## config.mk

```make
export PLATFORM = sky130hd
export DESIGN_NAME = bf_loader_ctrl
export DESIGN_NICKNAME = d
export VERILOG_FILES = /design/src/rtl/bf_pkg.sv /design/src/rtl/bf_loader_ctrl.sv
export SDC_FILE = /design/constraint.sdc
export NUM_CORES = 1
export LEC_CHECK = 0
export BUFFER_PORTS_ARGS = -buffer_cell sky130_fd_sc_hd__buf_4
export CAP_MARGIN = 20
export CORE_MARGIN = 1.5
export CORE_UTILIZATION = 57
export DETAILED_ROUTE_END_ITERATION = 12
export MAX_ROUTING_LAYER = met4
export PLACE_DENSITY = 0.8
export SLEW_MARGIN = 40
export SYNTH_ARGS = -nofsm -noshare
export SYNTH_HDL_FRONTEND = slang
export SYNTH_SLANG_ARGS = --single-unit
```

## constraint.sdc

```tcl
create_clock -name bfup_clk -period 3.3 [get_ports bfup_clk]
set_input_delay 0.495 -clock bfup_clk [delete_from_list [all_inputs] [get_ports bfup_clk]]
set_output_delay 0.495 -clock bfup_clk [all_outputs]
set_load 0.02 [all_outputs]
```

## src/rtl/bf_pkg.sv

```systemverilog
// Shared definitions for the brainfuck_uP boot loader: bus widths, the
// loader state encoding and small state-classification helpers.
package bf_pkg;

  localparam int BF_ADDR_W = 16;
  localparam int BF_DATA_W = 8;

  typedef enum logic [2:0] {
    IDLE   = 3'd0,
    CLEAR  = 3'd1,
    HDR_LO = 3'd2,
    HDR_HI = 3'd3,
    LOAD   = 3'd4,
    CHK    = 3'd5,
    RUN    = 3'd6,
    ERR    = 3'd7
  } state_t;

  // States in which the loader presents rx_ready to the host.
  function automatic logic is_rx_state(input state_t s);
    case (s)
      HDR_LO, HDR_HI, LOAD, CHK: is_rx_state = 1'b1;
      default:                   is_rx_state = 1'b0;
    endcase
  endfunction

  // States that count as an in-progress boot sequence.
  function automatic logic is_busy_state(input state_t s);
    case (s)
      CLEAR, HDR_LO, HDR_HI, LOAD, CHK: is_busy_state = 1'b1;
      default:                          is_busy_state = 1'b0;
    endcase
  endfunction

endpackage

```

## src/rtl/bf_loader_ctrl.sv

```systemverilog
// Boot sequencer for brainfuck_uP: holds the CPU in reset, zeroes the data
// RAM, loads a length-prefixed program into the instruction ROM and then
// releases the CPU.
// Optional feature macro: BF_LOADER_CHECKSUM_EN (adds a trailing mod-256
// checksum byte after the program, checked in the CHK state).
// All outputs are driven straight from flops.
module bf_loader_ctrl
  import bf_pkg::*;
#(
  parameter int unsigned RAM_WORDS = 30000,
  parameter int unsigned ROM_WORDS = 65536
) (
  input  logic                 bfup_clk,
  input  logic                 reset,
  input  logic                 start,
  input  logic [BF_DATA_W-1:0] rx_data,
  input  logic                 rx_valid,
  output logic                 rx_ready,
  output logic [BF_ADDR_W-1:0] ram_addr,
  output logic [BF_DATA_W-1:0] ram_wdata,
  output logic                 ram_we_n,
  output logic [BF_ADDR_W-1:0] rom_addr,
  output logic [BF_DATA_W-1:0] rom_wdata,
  output logic                 rom_we_n,
  output logic                 cpu_reset_n,
  output logic                 busy,
  output logic                 done,
  output logic                 err
);

  // Last RAM address written during CLEAR, and the largest legal length.
  localparam logic [BF_ADDR_W-1:0] RAM_LAST = BF_ADDR_W'(RAM_WORDS - 1);
  localparam logic [16:0]          ROM_MAX  = 17'(ROM_WORDS);

  state_t state_r, state_s;

  // 17-bit length and byte counter so that a 65536-byte program fits.
  logic [16:0] len_r, len_s;
  logic [16:0] cnt_r, cnt_s;
  logic [16:0] hdr_len_s;
  logic        xfer_s;
  logic        run_s;

  logic                 rx_ready_r, rx_ready_s;
  logic [BF_ADDR_W-1:0] ram_addr_r, ram_addr_s;
  logic                 ram_we_n_r, ram_we_n_s;
  logic [BF_ADDR_W-1:0] rom_addr_r, rom_addr_s;
  logic [BF_DATA_W-1:0] rom_wdata_r, rom_wdata_s;
  logic                 rom_we_n_r, rom_we_n_s;
  logic                 cpu_reset_n_r, cpu_reset_n_s;
  logic                 busy_r, busy_s;
  logic                 done_r, done_s;
  logic                 err_r, err_s;

`ifdef BF_LOADER_CHECKSUM_EN
  logic [BF_DATA_W-1:0] sum_r, sum_s;
`endif

  // rx_ready_r always mirrors the current state, so this is the handshake.
  assign xfer_s    = rx_valid && rx_ready_r;
  assign hdr_len_s = {1'b0, rx_data, len_r[7:0]};

  // Next-state, datapath and next-output decode.
  always_comb begin
    state_s     = state_r;
    len_s       = len_r;
    cnt_s       = cnt_r;
    ram_addr_s  = ram_addr_r;
    ram_we_n_s  = 1'b1;
    rom_addr_s  = rom_addr_r;
    rom_wdata_s = rom_wdata_r;
    rom_we_n_s  = 1'b1;
`ifdef BF_LOADER_CHECKSUM_EN
    sum_s       = sum_r;
`endif

    case (state_r)
      IDLE, RUN, ERR: begin
        if (start) begin
          // First CLEAR write (address 0) is issued on the same edge.
          state_s    = CLEAR;
          ram_addr_s = {BF_ADDR_W{1'b0}};
          ram_we_n_s = 1'b0;
        end else begin
          state_s = state_r;
        end
      end

      CLEAR: begin
        if (ram_addr_r == RAM_LAST) begin
          state_s = HDR_LO;
`ifdef BF_LOADER_CHECKSUM_EN
          sum_s   = {BF_DATA_W{1'b0}};
`endif
        end else begin
          ram_addr_s = ram_addr_r + 16'd1;
          ram_we_n_s = 1'b0;
        end
      end

      HDR_LO: begin
        if (xfer_s) begin
          len_s   = {9'd0, rx_data};
          state_s = HDR_HI;
        end else begin
          state_s = HDR_LO;
        end
      end

      HDR_HI: begin
        if (xfer_s) begin
          len_s = hdr_len_s;
          cnt_s = 17'd0;
          if ((hdr_len_s == 17'd0) || (hdr_len_s > ROM_MAX)) begin
            state_s = ERR;
          end else begin
            state_s = LOAD;
          end
        end else begin
          state_s = HDR_HI;
        end
      end

      LOAD: begin
        if (xfer_s) begin
          rom_we_n_s  = 1'b0;
          rom_addr_s  = cnt_r[BF_ADDR_W-1:0];
          rom_wdata_s = rx_data;
          cnt_s       = cnt_r + 17'd1;
`ifdef BF_LOADER_CHECKSUM_EN
          sum_s       = sum_r + rx_data;
`endif
          if ((cnt_r + 17'd1) == len_r) begin
`ifdef BF_LOADER_CHECKSUM_EN
            state_s = CHK;
`else
            state_s = RUN;
`endif
          end else begin
            state_s = LOAD;
          end
        end else begin
          state_s = LOAD;
        end
      end

`ifdef BF_LOADER_CHECKSUM_EN
      CHK: begin
        if (xfer_s) begin
          if (rx_data == sum_r) begin
            state_s = RUN;
          end else begin
            state_s = ERR;
          end
        end else begin
          state_s = CHK;
        end
      end
`endif

      default: begin
        state_s = IDLE;
      end
    endcase

    // The CPU leaves reset only from the second RUN cycle onward, so the
    // last ROM write cycle has finished first. Leaving RUN drops it on
    // the same edge. busy stays high until done takes over.
    run_s         = (state_s == RUN) && (state_r == RUN);
    rx_ready_s    = is_rx_state(state_s);
    busy_s        = is_busy_state(state_s) || ((state_s == RUN) && (state_r != RUN));
    done_s        = run_s;
    cpu_reset_n_s = run_s;
    err_s         = (state_s == ERR);
  end

  // State register.
  always_ff @(posedge bfup_clk or negedge reset) begin
    if (!reset) begin
      state_r <= IDLE;
    end else begin
      state_r <= state_s;
    end
  end

  // Counters, captured length and registered outputs.
  always_ff @(posedge bfup_clk or negedge reset) begin
    if (!reset) begin
      len_r         <= 17'd0;
      cnt_r         <= 17'd0;
      rx_ready_r    <= 1'b0;
      ram_addr_r    <= {BF_ADDR_W{1'b0}};
      ram_we_n_r    <= 1'b1;
      rom_addr_r    <= {BF_ADDR_W{1'b0}};
      rom_wdata_r   <= {BF_DATA_W{1'b0}};
      rom_we_n_r    <= 1'b1;
      cpu_reset_n_r <= 1'b0;
      busy_r        <= 1'b0;
      done_r        <= 1'b0;
      err_r         <= 1'b0;
    end else begin
      len_r         <= len_s;
      cnt_r         <= cnt_s;
      rx_ready_r    <= rx_ready_s;
      ram_addr_r    <= ram_addr_s;
      ram_we_n_r    <= ram_we_n_s;
      rom_addr_r    <= rom_addr_s;
      rom_wdata_r   <= rom_wdata_s;
      rom_we_n_r    <= rom_we_n_s;
      cpu_reset_n_r <= cpu_reset_n_s;
      busy_r        <= busy_s;
      done_r        <= done_s;
      err_r         <= err_s;
    end
  end

`ifdef BF_LOADER_CHECKSUM_EN
  // Running mod-256 sum of program bytes.
  always_ff @(posedge bfup_clk or negedge reset) begin
    if (!reset) begin
      sum_r <= {BF_DATA_W{1'b0}};
    end else begin
      sum_r <= sum_s;
    end
  end
`endif

  assign rx_ready    = rx_ready_r;
  assign ram_addr    = ram_addr_r;
  assign ram_wdata   = {BF_DATA_W{1'b0}};
  assign ram_we_n    = ram_we_n_r;
  assign rom_addr    = rom_addr_r;
  assign rom_wdata   = rom_wdata_r;
  assign rom_we_n    = rom_we_n_r;
  assign cpu_reset_n = cpu_reset_n_r;
  assign busy        = busy_r;
  assign done        = done_r;
  assign err         = err_r;

endmodule

```

==> impl_metrics.tcl <==
set metrics [dict create \
    final_antenna_net_count 0 \
    std_cell_rows 31 \
    min_path_type "in -> async" \
    utilization_pct 67.9 \
    fmax_mhz 385 \
    root_buffer "clkbuf_8" \
    die_y_microns 89.8 \
    cts_max_level 3 \
    finalNetCount 523 \
    final_area_sq_um 4930 \
    initial_core_util_pct 59.2 \
    crit_arrival_ps 2840 \
    synthToLayoutAreaGrowth_pct 14.8 \
    critPathRequiredTime_ps 3550 \
    tightest_slew_ps 740 \
    drc 0 \
    num_antenna_cells 0 \
    cts_resized 0 \
    maxUsedRoutingLayer "met4" \
    r2r_slack_ps 700 \
    yosysWarnings 0 \
    setup-tns-final_ps 0 \
    syn-cell-area_sq_um 4290 \
    antenna_found_initial 0 \
    muxShareOfSynthArea_pct 3.09 \
    rsz0062_at_grt "no" \
    route.met3.wl_microns 533 \
    ys_types 65 \
    synth_top_family_by_area "simple AND/OR/NAND/NOR gates" \
    r2r-end "ram_addr[15]" \
    fillers 590 \
    reg2reg_depth 6 \
    m1WireLength_microns 4430 \
    wl_microns 9390 \
    synth_compound_area_share_pct 11.9 \
    first_pass_iters 6 \
    clk_pin_slew_ps 90 \
    numCtsBuffers 9 \
    setup.worst_path.class "reg -> reg" \
    r2r-start "state_r[0]" \
    period_share_pct 78.8 \
    cp-start-kind "register" \
    synth_edf_count 0 \
    drt-initial-drc-count 184 \
    synth_top_area_share_pct 46.7 \
    post_cts_buffers 0 \
    synth_common_cells "nand2_1, dfrtp_1, o21ai_0" \
    critical_path_peak_fanout 17 \
    core_region_area_sq_um 7250 \
    synth_most_common_cell "nand2_1" \
    clk_latency_ps 360 \
    hpwl_microns 6280 \
    overflow 0 \
    timing.final.hold_violations 0 \
    cts_tree "yes" \
    worstSetupEndpointType "register" \
    vias 3539 \
    cts.path.max_buffers 2 \
    placed_cell_area_sq_um 4710 \
    setup_viol 0 \
    grt_usage_pct 25.2 \
    final-max-slew-violation-count 0 \
    synth_simple_gate_area_share_pct 24.8 \
    layout.area.seq_sq_um 2050 \
    power.density_nw_per_um2 602 \
    outcome "finished clean" \
    syn_inst 462 \
    min_period_ps 2600 \
    clock_sinks 82 \
    grt_pass1_vias 3336 \
    cap_violations 0 \
    globalplace.congestion 0.887 \
    numPortBuffers 58 \
    wl_per_cell_microns 15.3 \
    fp.dieW_microns 89.8 \
    skew_ps 9.55 \
    grt_pass1_wl_microns 16100 \
    drive_above_1_share_pct 19.6 \
    multiInputGateArea_sq_um 2040 \
    hold_buffers 0 \
    syn_area_per_cell_sq_um 9.29 \
    grt_max_degree 83 \
    p_leak_nw 2.31 \
    synth_top_area_cell "dfrtp_1" \
    ys.flop_type "dfrtp_1" \
    dr_wl_met2_microns 4330 \
    synth_xor_area_share_pct 6.53 \
    io_pins 67 \
    slew_headroom_pct 50.7 \
    ys_ff_latch 82 \
    async_flop_share_pct 100 \
    ir_drop_uv 409 \
    post_drt_via_cell_ratio 5.77 \
    post_synth_fa_ha_maj_area_fraction_pct 0.583 \
    ys_seq_area_share_pct 47.9 \
    synth_area_leaders "dfrtp_1, nand2_1, xnor2_1" \
    dieArea_sq_um 8060 \
]
-- cell type report --
class                      instances  area share [%]
tap                               99            2.51
clock inverter                     6            1.85
clock buffer                      10            2.59
sequential                        82            41.7
inverter                           5           0.381
multi-input combinational        349            41.4
timing repair buffer              62            9.52
-- routing by layer --
metal	global-route usage, %	vias up
met4	7.54	0
met2	38.4	129
met5	-	-
met1	34.4	1712
met3	5.08	11
li1	-	1687
-- where the power goes --
| part | internal (mW) | switching (mW) | leakage (nW) |
|---|---|---|---|
| clock | 0.427 | 0.376 | 0.0987 |
| sequential | 1.17 | 0.198 | 1.11 |
| combinational | 0.352 | 0.437 | 1.10 |
-- placed cells by master (no fill, tap or decap), drive strengths merged, types with 3 or more instances in the layout --
cell,n
nand2,110
conb,8
nand3,14
clkinvlp,3
nor3,7
o21ai,37
mux2,10
nor2,27
o41ai,3
o2111ai,3
nor4b,4
xnor2,22
clkbuf,10
and3,5
and2,7
a21oi,6
nand4,6
or3,4
buf,62
and4,6
o31ai,8
nor4,12
a31oi,7
dfrtp,80
xor2,10
inv,4
-- worst max-delay path: stages (launching register included) --
cell	delay, ps
dfrtp_1	550
or3_1	460
a21boi_4	440
a21oi_2	240
nor4_2	390
nand3_1	130
mux2_2	280
-- worst max-delay path by stage --
stage          startpoint            to  slack, ps
2_1_floorplan    cnt_r[0]      rx_ready        990
3_3_place_gp   state_r[0]  ram_addr[15]        810
3_5_place_dp     cnt_r[0]      rx_ready        730
4_1_cts          cnt_r[0]      rx_ready        720
5_1_grt        state_r[0]  ram_addr[15]        500
6_report       state_r[0]  ram_addr[15]        700
-- state kept, by name, indices dropped and copies added, names as in the netlist --
register / count
busy: 1
cnt_r: 17
done: 1
err: 1
len_r: 16
ram_addr: 16
ram_we_n: 1
rom_addr: 16
rom_wdata: 8
rom_we_n: 1
rx_ready: 1
state_r: 3
-- stage by stage --
stage          instances  total power [mW]  setup WS, ps  hold WS [ps]
3_5_place_dp         597              2.17           728           464
3_3_place_gp         597              2.13           808           459
6_report             613              2.96           700           151
4_1_cts              613              2.97           719           195
5_1_grt              613              3.14           497           227
2_1_floorplan        469              1.92           988           199
-- kinds of logic (layout without fill, tap and decap cells) --
group	count (synthesis)	after routing
AOI/OAI and AO/OA	79	79
xor gates and xnor gates	32	32
adders and majority gates	2	2
buffers and inverters	38	83
DFF	82	82
muxes	12	12
other	1	8
and+or+nand+nor	216	216
Note: power is estimated with default switching activity, not from simulation.
